## config.mk

```make
export PLATFORM = sky130hd
export DESIGN_NAME = axi_read_vector_hs_flat
export DESIGN_NICKNAME = d
export VERILOG_FILES = /design/src/rtl/axi_read_vector_hs.sv /design/src/rtl/axi_read_vector_hs_if.sv /design/src/flat_wrapper.sv
export SDC_FILE = /design/constraint.sdc
export NUM_CORES = 1
export LEC_CHECK = 0
export CORE_MARGIN = 1.5
export CORE_UTILIZATION = 40
export CTS_BUF_LIST = sky130_fd_sc_hd__clkbuf_16
export CTS_CLUSTER_SIZE = 10
export DETAILED_ROUTE_END_ITERATION = 6
export PLACE_DENSITY = 0.72
export SLEW_MARGIN = 10
export SYNTH_ARGS = -nofsm -noshare
export SYNTH_HDL_FRONTEND = slang
export SYNTH_SLANG_ARGS = --single-unit
```

## constraint.sdc

```tcl
create_clock -name clk -period 1.5 [get_ports clk]
set_input_delay 0.225 -clock clk [delete_from_list [all_inputs] [get_ports clk]]
set_output_delay 0.225 -clock clk [all_outputs]
set_load 0.02 [all_outputs]
```

## src/rtl/axi_read_vector_hs.sv

```systemverilog
// AXI-stream vector reader: assembles a runtime-length vector of ELEM_W-bit elements behind a
// valid/ready result handshake. Define AXI_READ_VECTOR_HS_CLEAR_EN to zero the buffer on each start.
package axi_read_vector_hs_pkg;
    typedef enum logic {DIR__RIGHT, DIR__LEFT} dir_e;
endpackage

module axi_read_vector_hs
    import axi_read_vector_hs_pkg::*;
#(
    parameter int   MAX_VEC_LENGTH   = 64,
    parameter int   ELEM_W           = 1,
    parameter int   AXI_DATA_WIDTH   = 8,
    parameter dir_e READ_DIR         = DIR__RIGHT,
    parameter int   MAX_VEC_LENGTH_W = ($clog2(MAX_VEC_LENGTH + 1) < 1) ? 1 : $clog2(MAX_VEC_LENGTH + 1)
) (
    input  logic                                 clk,
    input  logic                                 rst,
    input  logic                                 start,
    input  logic [MAX_VEC_LENGTH_W-1:0]          vec_length,
    axi_stream_if.slave                          data_in,
    output logic                                 out_valid,
    input  logic                                 out_ready,
    output logic [MAX_VEC_LENGTH*ELEM_W-1:0]     vec,
    output logic                                 last,
    output logic                                 err
);
    localparam int VW         = MAX_VEC_LENGTH * ELEM_W;
    localparam int MAX_CHUNKS = (VW + AXI_DATA_WIDTH - 1) / AXI_DATA_WIDTH;
    localparam int PW         = MAX_CHUNKS * AXI_DATA_WIDTH;
    localparam int CNT_W      = ($clog2(MAX_CHUNKS + 1) < 1) ? 1 : $clog2(MAX_CHUNKS + 1);

    typedef enum logic [1:0] {IDLE, READ, DONE} state_e;

    state_e             state_reg, state_next;
    logic [CNT_W-1:0]   beat_cnt_reg, beat_cnt_next;
    logic [CNT_W-1:0]   beats_reg, beats_next;
    logic               last_reg, last_next;
    logic               err_reg, err_next;
    logic               chunk_we;
    logic               read_ready;
    logic               accept_start;
    logic               len_err;
    logic [31:0]        len_32;
    logic [CNT_W-1:0]   beats_calc;
    logic [PW-1:0]      p_flat;

    // Over-long requests are clamped and flagged; beat count derives from the clamped length.
    assign len_err      = 32'(vec_length) > 32'(MAX_VEC_LENGTH);
    assign len_32       = len_err ? 32'(MAX_VEC_LENGTH) : 32'(vec_length);
    assign beats_calc   = CNT_W'((len_32 * 32'(ELEM_W) + 32'(AXI_DATA_WIDTH) - 32'd1) / 32'(AXI_DATA_WIDTH));
    assign accept_start = start && ((state_reg == IDLE) || ((state_reg == DONE) && out_ready));

    always_ff @(posedge clk) begin
        if (rst) begin
            state_reg    <= IDLE;
            beat_cnt_reg <= '0;
            beats_reg    <= '0;
            last_reg     <= 1'b0;
            err_reg      <= 1'b0;
        end else begin
            state_reg    <= state_next;
            beat_cnt_reg <= beat_cnt_next;
            beats_reg    <= beats_next;
            last_reg     <= last_next;
            err_reg      <= err_next;
        end
    end

    always_comb begin
        state_next    = state_reg;
        beat_cnt_next = beat_cnt_reg;
        beats_next    = beats_reg;
        last_next     = last_reg;
        err_next      = err_reg;
        chunk_we      = 1'b0;
        read_ready    = 1'b0;
        case (state_reg)
            IDLE: ;
            READ: begin
                read_ready = 1'b1;
                if (data_in.tvalid) begin
                    chunk_we      = 1'b1;
                    beat_cnt_next = beat_cnt_reg + CNT_W'(1);
                    if (beat_cnt_reg == beats_reg - CNT_W'(1)) begin
                        last_next  = data_in.tlast;
                        state_next = DONE;
                    end else if (data_in.tlast) begin
                        last_next  = 1'b1;
                        err_next   = 1'b1;
                        state_next = DONE;
                    end
                end
            end
            DONE: begin
                if (out_ready) state_next = IDLE;
            end
            default: state_next = IDLE;
        endcase
        // A start accepted in DONE overrides the return to IDLE for zero-gap vectors.
        if (accept_start) begin
            beats_next    = beats_calc;
            beat_cnt_next = '0;
            last_next     = 1'b0;
            err_next      = len_err;
            state_next    = (beats_calc == '0) ? DONE : READ;
        end
    end

    // tready is held low while reset is asserted so nothing is consumed in that cycle.
    assign data_in.tready = read_ready && !rst;
    assign out_valid      = (state_reg == DONE);
    assign last           = last_reg;
    assign err            = err_reg;

    genvar gi;
    generate
        for (gi = 0; gi < MAX_CHUNKS; gi++) begin : g_chunk
            logic [AXI_DATA_WIDTH-1:0] chunk_reg;
            always_ff @(posedge clk) begin
                if (rst) begin
                    chunk_reg <= '0;
`ifdef AXI_READ_VECTOR_HS_CLEAR_EN
                end else if (accept_start) begin
                    chunk_reg <= '0;
`endif
                end else if (chunk_we && (beat_cnt_reg == CNT_W'(gi))) begin
                    chunk_reg <= data_in.tdata;
                end
            end
            assign p_flat[gi*AXI_DATA_WIDTH +: AXI_DATA_WIDTH] = chunk_reg;
        end

        if (READ_DIR == DIR__LEFT) begin : g_left
            assign vec = p_flat[PW-1 -: VW];
        end else begin : g_right
            assign vec = p_flat[VW-1:0];
        end
    endgenerate
endmodule

```

## src/rtl/axi_read_vector_hs_if.sv

```systemverilog
// AXI-stream channel carrying tdata/tvalid/tready/tlast between a source and a sink.
interface axi_stream_if #(
    parameter int DATA_W = 8
) ();
    logic [DATA_W-1:0] tdata;
    logic              tvalid;
    logic              tready;
    logic              tlast;

    modport master (output tdata, output tvalid, output tlast, input tready);
    modport slave  (input tdata, input tvalid, input tlast, output tready);
endinterface

```

## src/flat_wrapper.sv

```systemverilog
// flat-port wrapper written by rule: the top's interface ports become plain ports
module axi_read_vector_hs_flat import axi_read_vector_hs_pkg::*;
#(
    parameter int   MAX_VEC_LENGTH   = 64,
    parameter int   ELEM_W           = 1,
    parameter int   AXI_DATA_WIDTH   = 8,
    parameter dir_e READ_DIR         = DIR__RIGHT,
    parameter int   MAX_VEC_LENGTH_W = ($clog2(MAX_VEC_LENGTH + 1) < 1) ? 1 : $clog2(MAX_VEC_LENGTH + 1)
)
  (clk, rst, start, vec_length, out_valid, out_ready, vec, last, err, data_in_tdata, data_in_tvalid, data_in_tlast, data_in_tready);
  axi_stream_if data_in_i ();
  input  logic clk;
  input  logic rst;
  input  logic start;
  input  logic [MAX_VEC_LENGTH_W-1:0] vec_length;
  output logic out_valid;
  input  logic out_ready;
  output logic [MAX_VEC_LENGTH*ELEM_W-1:0] vec;
  output logic last;
  output logic err;
  input wire logic [$bits(data_in_i.tdata)-1:0] data_in_tdata;
  input wire logic [$bits(data_in_i.tvalid)-1:0] data_in_tvalid;
  input wire logic [$bits(data_in_i.tlast)-1:0] data_in_tlast;
  output wire logic [$bits(data_in_i.tready)-1:0] data_in_tready;
  assign data_in_i.tdata = data_in_tdata;
  assign data_in_i.tvalid = data_in_tvalid;
  assign data_in_i.tlast = data_in_tlast;
  assign data_in_tready = data_in_i.tready;
  axi_read_vector_hs #(.MAX_VEC_LENGTH(MAX_VEC_LENGTH), .ELEM_W(ELEM_W), .AXI_DATA_WIDTH(AXI_DATA_WIDTH), .READ_DIR(READ_DIR), .MAX_VEC_LENGTH_W(MAX_VEC_LENGTH_W)) u_core (.clk(clk), .rst(rst), .start(start), .vec_length(vec_length), .data_in(data_in_i), .out_valid(out_valid), .out_ready(out_ready), .vec(vec), .last(last), .err(err));
endmodule
```

==> results of run 1 <==
==> tightest hold or removal path, delay by kind of cell <==
| kind | cells | cell delay, ps |
|---|---|---|
| AOI/OAI and AO/OA | 1 | 50 |
| buffers and inverters | 2 | 230 |
| and+or+nand+nor | 2 | 110 |
==> area by class of cell <==
cell class / count / area (um^2) / area share, %
Clock buffer: 9 / 225 / 4.96
Clock inverter: 7 / 97.6 / 2.15
Inverter: 10 / 37.5 / 0.826
Multi-Input combinational cell: 202 / 1460 / 32.1
Sequential cell: 76 / 1530 / 33.6
Tap cell: 102 / 128 / 2.81
Timing Repair Buffer: 111 / 1070 / 23.6
==> stage by stage <==
step	util (%)	TNS, ps
3_3_place_gp	54.9	-12020
6_report	59.4	0
2_1_floorplan	-	0
3_5_place_dp	54.9	-13580
4_1_cts	58.5	0
5_1_grt	59.4	-91.5
==> cell families (layout without fill, tap and decap cells) <==
logic type	Yosys count	count (layout)	synth area share, %
xor gates and xnor gates	11	11	3.07
AOI/OAI and AO/OA	15	15	3.43
buffers and inverters	34	137	5.38
adders and majority gates	5	5	1.99
DFF	76	76	48.4
and+or+nand+nor	107	107	17.3
muxes	64	64	20.4
==> cells in the final DEF (no fill, tap or decap), types with 4 or more instances in the layout <==
cell type / n
a21oi_1: 5
buf_4: 18
buf_6: 4
clkbuf_16: 9
clkdlybuf4s50_1: 19
dfxtp_1: 73
dlygate4sd2_1: 46
dlymetal6s2s_1: 21
ha_1: 5
inv_1: 10
mux2i_1: 63
nand2_1: 6
nand3_1: 4
nand3_4: 4
nand3b_1: 4
nor2_1: 73
xnor2_1: 9
==> cells in the mapped netlist, types with 2 or more instances <==
cell type | n | area, um^2
ha_1 | 5 | 62.6
a21oi_1 | 5 | 25.0
mux2i_1 | 64 | 641
nor2b_1 | 2 | 12.5
nand3_1 | 4 | 20.0
clkbuf_1 | 16 | 60.1
nand2b_1 | 3 | 18.8
buf_2 | 3 | 15.0
nand2_1 | 6 | 22.5
nor3_1 | 3 | 15.0
dfxtp_1 | 76 | 1520
nor2_1 | 73 | 274
buf_6 | 5 | 56.3
xor2_1 | 2 | 17.5
xnor2_1 | 9 | 78.8
a311oi_1 | 2 | 17.5
nand3_4 | 4 | 70.1
inv_1 | 10 | 37.5
nand3b_1 | 4 | 30.0
==> final timing paths <==
check / to / slack [ps] / start
worst min-delay path: u_core.state_reg[0] / 340 / rst
worst max-delay path: u_core.err / 50 / u_core.beats_reg[0]
worst max register to register: u_core.err / 50 / u_core.beats_reg[0]
worst min register to register: u_core.g_chunk[0].chunk_reg[2] / 490 / u_core.g_chunk[0].chunk_reg[2]
==> layer usage <==
layer | vias to the layer above | routed length (um)
li1 | 1246 | -
met2 | 56 | 3580
met5 | - | 0
met4 | 0 | 229
met1 | 1149 | 3250
met3 | 17 | 273
==> power breakdown <==
part | internal (mW) | leakage, nW | total, mW | switching [mW]
Clock | 1.46 | 0.152 | 2.31 | 0.842
Combinational | 0.210 | 1.97 | 0.449 | 0.238
Sequential | 2.05 | 0.615 | 2.08 | 0.0213
Total | 3.73 | 2.73 | 4.83 | 1.10
==> what timing repair did <==
action / in CTS / in global routing
pin swaps: 1 / 1
endpoints found under the setup margin: 50 / 55
gates resized for setup: 52 / 28
gates cloned: 0 / 0
==> impl_results.md, run 1 <==
- Synth Flop Type: dfxtp_1
- Ys async rst share: 0%
- Worst VDD drop: 0.596 mV
- Pwr Density: 1060 nW/um^2
- Buffers added on ports: 88
- Period utilization: 96.5%
- First-pass GRT wire length: 11.8 mm
- FF+latch count, synth: 76
- Required @ worst endpoint: 1690 ps
- Initial core utilization: 41.1%
- Fill count: 649
- Startpoint types: register
- Std-Cell Core Area: 7650 um^2
- Critical-path top delay cell: dfxtp_1
- Root Driver: clkbuf_16
- H-tree depth: 3
- Die width: 91.6 um
- Hold Crit Depth: 5
- Remaining antenna violation count: 0
- Leakage power: 2.73 nW
- Crit. End Element: register
- Syn_nets: 338
- Vias post-DR: 2468
- DRC viols: 0
- Worst-path cell chain: inv_1, ha_1, xnor2_1, nor4_4, o32ai_1
- Initial antenna violation count: 0
- Post-Syn Instances: 312
- Largest net degree at the start of global routing: 39
- Clock latency on the worst-skew pair: 330 ps
- Remaining global-route overflow: 0
- Vias per cell: 4.77
- FMAX: 0.691 GHz
- Relative slew slack: 64.2%
- CTS tree: built
- Post-synth EDFFs: 0
- Layout Cells excl Fill: 517
- GRT met1 Usage: 22.2%
- Minimum clock period: 1450 ps
- Final wirelength: 7.34 mm
- Routing usage on met2: 30.3%
- Worst Path Max Fanout: 4
- GRT busiest layer: met2
- Detailed Route Iter0 Violations: 86
- Num rows: 32
- Clk_skew: 7.85 ps
- Arrival time at the worst endpoint: 1640 ps
- Critical Path Stages: 5
- Worst hold margin: 337 ps
- Overall Power: 4.83 mW
- Inserted Diodes: 0
- R2R cell count: 5
- TritonCTS Buffers: 9
- Pre-CTS WS: -238 ps
- Slew Limit Fails: 0
- Syn Area/Cell: 10.1 um^2
- Area grow syn2layout: 44.7%
- Yosys warning total: 0
- Final worst slack: 52.2 ps
- Status: finished, final reports clean
- Mapped cell area: 3140 um^2
- Clock-pin slew on the worst setup and hold paths: 60 ps
- Netlist cell types: 35
- Slowest stage delay, CP: 330 ps
- RSZ-0062 raised after global routing: true
- Dpl cell area: 4200 um^2
- Cts hold-fix bufs: 0
- GR Layer Usage met3: 3.85%
- CP Buf/Inv Count: 1
- Worst-margin pin slew: 533 ps
- Post-CTS Repair Setup Buffers: 0
- CP delay by family, top: flip-flops
- Die area: 8390 um^2
- DP Cell Count: 501
- Layout Nets: 436
- Share of cells above drive strength 1: 12.5%
- IO Pins: 89
- Placer Congestion: 0.867
- Final hold vios: 0
- Hold WC Path Type: input pin to register
- Setup-failing EPs final: 0
- Routed len/inst: 14.2 um
- Hpwl dp: 5.25 mm
- Global Route Usage Sum: 18.3%
- Max reg flops: 64
- Seq/Total Area, Yosys: 48.4%
- Clock buffer depth: 2
- Pre-antenna DRT Iters: 4
- Max Cap Violations: 0
- WS Path Type: register to register
- Post-route cell area: 4540 um^2
- Vias in the first global route: 2335
- Die height: 91.6 um
- Clock sinks: 76
(Power assumes the default switching activity.)
==> run 2, diff against run 1 <==
- SLEW_MARGIN: 10 -> 15
==> results of run 2 <==
Final layout, timing and power as in run 1 (identical DEF).
==> RTL edit 1 (config.mk and constraints of run 2) <==
`MAX_VEC_LENGTH` is set to 64 in 2 places; all go to 32.
--- a/src/rtl/axi_read_vector_hs.sv
+++ b/src/rtl/axi_read_vector_hs.sv
@@ -9,3 +9,3 @@
 #(
-    parameter int   MAX_VEC_LENGTH   = 64,
+    parameter int   MAX_VEC_LENGTH   = 32,
     parameter int   ELEM_W           = 1,
--- a/src/flat_wrapper.sv
+++ b/src/flat_wrapper.sv
@@ -3,3 +3,3 @@
 #(
-    parameter int   MAX_VEC_LENGTH   = 64,
+    parameter int   MAX_VEC_LENGTH   = 32,
     parameter int   ELEM_W           = 1,
Interface: changed (resized vec and vec_length); port bits go from 89 to 56. No check against the original RTL was run, so the function may have changed too.
==> RTL edit 1 against run 2 <==
Non-clock buffer count fell by 34; worst setup slack worse by 0.086 ns; final area down 41%; count of clock-buffer cells in the layout fell by 4; synthesized area is 44% lower; power decreased by 43%; wire length shrank 42%; fmax fell by 5.6%; global-route usage increased by 0.40 points; sequential cell count fell by 34; the run now ends with negative setup slack left; highest routed layer unchanged; utilization is 2.6 points higher.
==> RTL edit 1: results <==
[status]
status = "finished, violations left"
violations = "negative setup slack"

[sta]
worst_pin_slew_ns = 0.430
slew_violations = 0
fin_worst_skew_ns = 0.00537
finalSetupViolCount = 1
worst_slack_ns = -0.0336

[global_routing]
grt_max_degree = 43
grt.total_usage_pct = 18.7
antenna_found_initial = 0
grt_pass1_vias = 1615
grt_pass1_wl_um = 7290

[final_layout]
largest_reg_flops = 32
n_antenna_cell = 0
final_nets = 313
fillers = 403
drive_above_1_share_pct = 13.9

[clock_network]
clk_latency_ns = 0.29
cts.clk_slew.worst_paths_ns = 0.06
cts_root_buf = "clkbuf_16"
htree_levels = 2
clockBufferDepth = 2
ctsHoldBuffers = 0
postCtsSetupBuffers = 0
cts_buffers = 5

[synth]
synth.net_count = 242
synth-seq-area-share_pct = 47.4
yosysUniqueCellTypes = 33
synthTopCellsByCount = "47 x nand2_1, 42 x dfxtp_1, 36 x a21oi_1"
async_reset_ff_share_pct = 0
synth_ff_type = "dfxtp_1"
synth_top_cells_by_area = "dfxtp_1 47%, a21oi_1 10%, nand2_1 9.9%, nand3_1 7.1%, ha_1 4.2%"
yosysWarnings = 0

[worst_setup_path]
cp_max_fo = 5
critical_path_arrival_ns = 1.75

[placed_design]
port_buffers = 55
hpwl_um = 3180
pre_cts_ws_ns = -0.358
gp_congestion = 0.758

[routing]
wl_per_cell_um = 12.6
vias = 1732
drt_first_pass_iters = 4
drtIter0Drc = 138

[pwr]
cellLeakagePower_nw = 0.975
internal_power_mw = 2.12
peakVddDrop_uv = 441

[min_path]
hp-class = "register to register"
## RTL edit 1: cell families after synthesis
group | count (synthesis) | share of synthesized area (%)
compound gates | 47 | 15.0
xor+xnor | 6 | 2.96
fa+ha+maj | 6 | 4.23
buf+inv | 19 | 4.16
flops | 42 | 47.4
mux | 1 | 0.564
simple gates | 95 | 25.7
## RTL edit 1: path summary, 6_finish.rpt
kind / cells after the start / to / slack, ns / from
hold reg to reg: 2 / u_core.g_chunk[2].chunk_reg[2]$_SDFFE_PP0P_ / 0.45 / u_core.g_chunk[2].chunk_reg[2]$_SDFFE_PP0P_
hold / removal: 2 / u_core.g_chunk[2].chunk_reg[2]$_SDFFE_PP0P_ / 0.45 / u_core.g_chunk[2].chunk_reg[2]$_SDFFE_PP0P_
setup reg to reg: 4 / u_core.beats_reg[0]$_SDFFE_PP0P_ / -0.03 / u_core.state_reg[1]$_SDFFE_PP0P_
setup / recovery: 4 / u_core.beats_reg[0]$_SDFFE_PP0P_ / -0.03 / u_core.state_reg[1]$_SDFFE_PP0P_
## RTL edit 1: timing repair
item	4_1_cts	5_1_grt
pin swaps	1	1
endpoints found under the setup margin	3	4
resized for setup	5	5
## RTL edit 1: metrics by stage
step	cell area (um2)	hold slack [ns]	std cells	setup TNS (ns)
after detailed placement	2510	0.446	332	-3.34
final	2680	0.452	340	-0.0336
after floorplan	1780	0.361	216	0
after global placement	2510	0.442	332	-3.40
after global routing	2680	0.484	340	-0.0751
after CTS	2670	0.454	340	-0.0387
## RTL edit 1: cell type report
cell class                      count  share of cell area [%]
Timing Repair Buffer               77                    26.5
Sequential cell                    42                    31.5
Clock buffer                        5                    4.66
Multi-Input combinational cell    155                    32.6
Clock inverter                      3                    1.49
Tap cell                           52                    2.43
Inverter                            6                   0.840
## RTL edit 1: power by group through the flow
stage | logic, mW | registers, mW | clock network (mW)
floorplan | 0.165 | 1.22 | 0
global placement | 0.379 | 1.20 | 0
detailed placement | 0.383 | 1.20 | 0
CTS | 0.381 | 1.17 | 1.22
global route | 0.418 | 1.18 | 1.25
finish | 0.385 | 1.17 | 1.19
## RTL edit 1: layer usage
layer / routed length [um] / vias up / GRT usage (%)
li1: - / 886 / -
met1: 1920 / 776 / 24.1
met2: 2000 / 64 / 29.6
met3: 275 / 6 / 5.09
met4: 74 / 0 / 7.84
met5: 0 / - / 0
## RTL edit 1: worst max-delay path, cell delays in order (launching register included)
cell	delay [ns]
dfxtp_4	0.35
nor2b_4	0.12
or3b_4	0.38
or4b_1	0.48
a21oi_1	0.13
==> RTL edit 2 (flow settings as in run 2) <==
Without the edit above. Encoding of `state_e`: now one-hot (3 bits for 3 states).
--- a/src/rtl/axi_read_vector_hs.sv
+++ b/src/rtl/axi_read_vector_hs.sv
@@ -31,3 +31,3 @@
 
-    typedef enum logic [1:0] {IDLE, READ, DONE} state_e;
+    typedef enum logic [2:0] {IDLE = 3'b001, READ = 3'b010, DONE = 3'b100} state_e;
 
Check against the original RTL: no difference found for any inputs over 10 cycles, from zero or initial values and one cycle with rst high; not proved beyond that.
==> RTL edit 2 against run 2 <==
The flow now finishes with violations (negative setup slack); first-iteration DRC count rose by 41%; power rose by 1.2%; final area rose by 4.2%; fmax fell by 5.4%; clock power rose by 6%; wire length rose by 7.9%; die area rose by 1.7%; sequential cell count rose by 1; critical path type unchanged; worst setup slack got worse by 0.082 ns; non-clock buffer count rose by 7; utilization rose by 1.9 points; synthesized area rose by 1.8%; hold slack improved by 0.064 ns.
==> RTL edit 2: results <==
[status]
status = "finished, violations left"
violations = "negative setup slack"

[min_path]
worstHoldStart = "data_in_tvalid"
holdPathEnd = "u_core.state_reg[2]$_SDFFE_PP0P_"
worstHoldPathCells = 4

[sta]
worst_slack_ns = -0.0298
holdWs_ns = 0.401
finalSetupViolCount = 3
slew_headroom_pct = 68.9

[worst_setup_path]
critical_path_arrival_ns = 1.78
r2r_setup_slack_ns = -0.03
cp_max_fo = 7
rr_endpoint = "u_core.beats_reg[1]$_SDFFE_PP0P_"

[pwr]
comb_cell_power_mw = 0.355

[synth]
syn_area_per_cell_um2 = 10.1
synth.net_count = 342
yosysUniqueCellTypes = 38

[global_routing]
grt.total_usage_pct = 19.0
met3_usage_pct = 6.81
grt_max_degree = 41

[placed_design]
pre_cts_ws_ns = -0.559
hpwl_um = 5220

[routing]
wl_per_cell_um = 15.1
drtIter0Drc = 121
m1WireLength_um = 3560
-- RTL edit 2: kinds of logic after synthesis --
family,after synthesis,share of synthesized area [%]
xor+xnor,10,3.17
simple gates,106,16.3
flops,77,48.2
mux,66,20.7
compound gates,16,3.64
fa+ha+maj,5,1.96
buf+inv,36,5.95
-- RTL edit 2: critical path, cell delays in order, from the launching register on --
cell      delay [ns]
dfxtp_2         0.34
buf_4           0.14
nand2b_4        0.13
a21o_1          0.21
buf_6           0.14
or3_1           0.35
a21oi_1         0.14
-- RTL edit 2: cell type report --
class                           count  area, um2
Fill cell                         662       2990
Sequential cell                    77       1550
Multi-Input combinational cell    204       1530
Timing Repair Buffer              118       1160
Clock buffer                        9        225
Tap cell                          102        128
Clock inverter                      7        115
Inverter                            8       30.0
-- RTL edit 2: repair_timing --
item | CTS | global route
hold buffers | 0 | 0
buffers inserted | 4 | 4
gates cloned | 0 | 1
gates resized for setup | 70 | 34
pin swaps | 6 | 17
endpoints found under the setup margin | 116 | 89
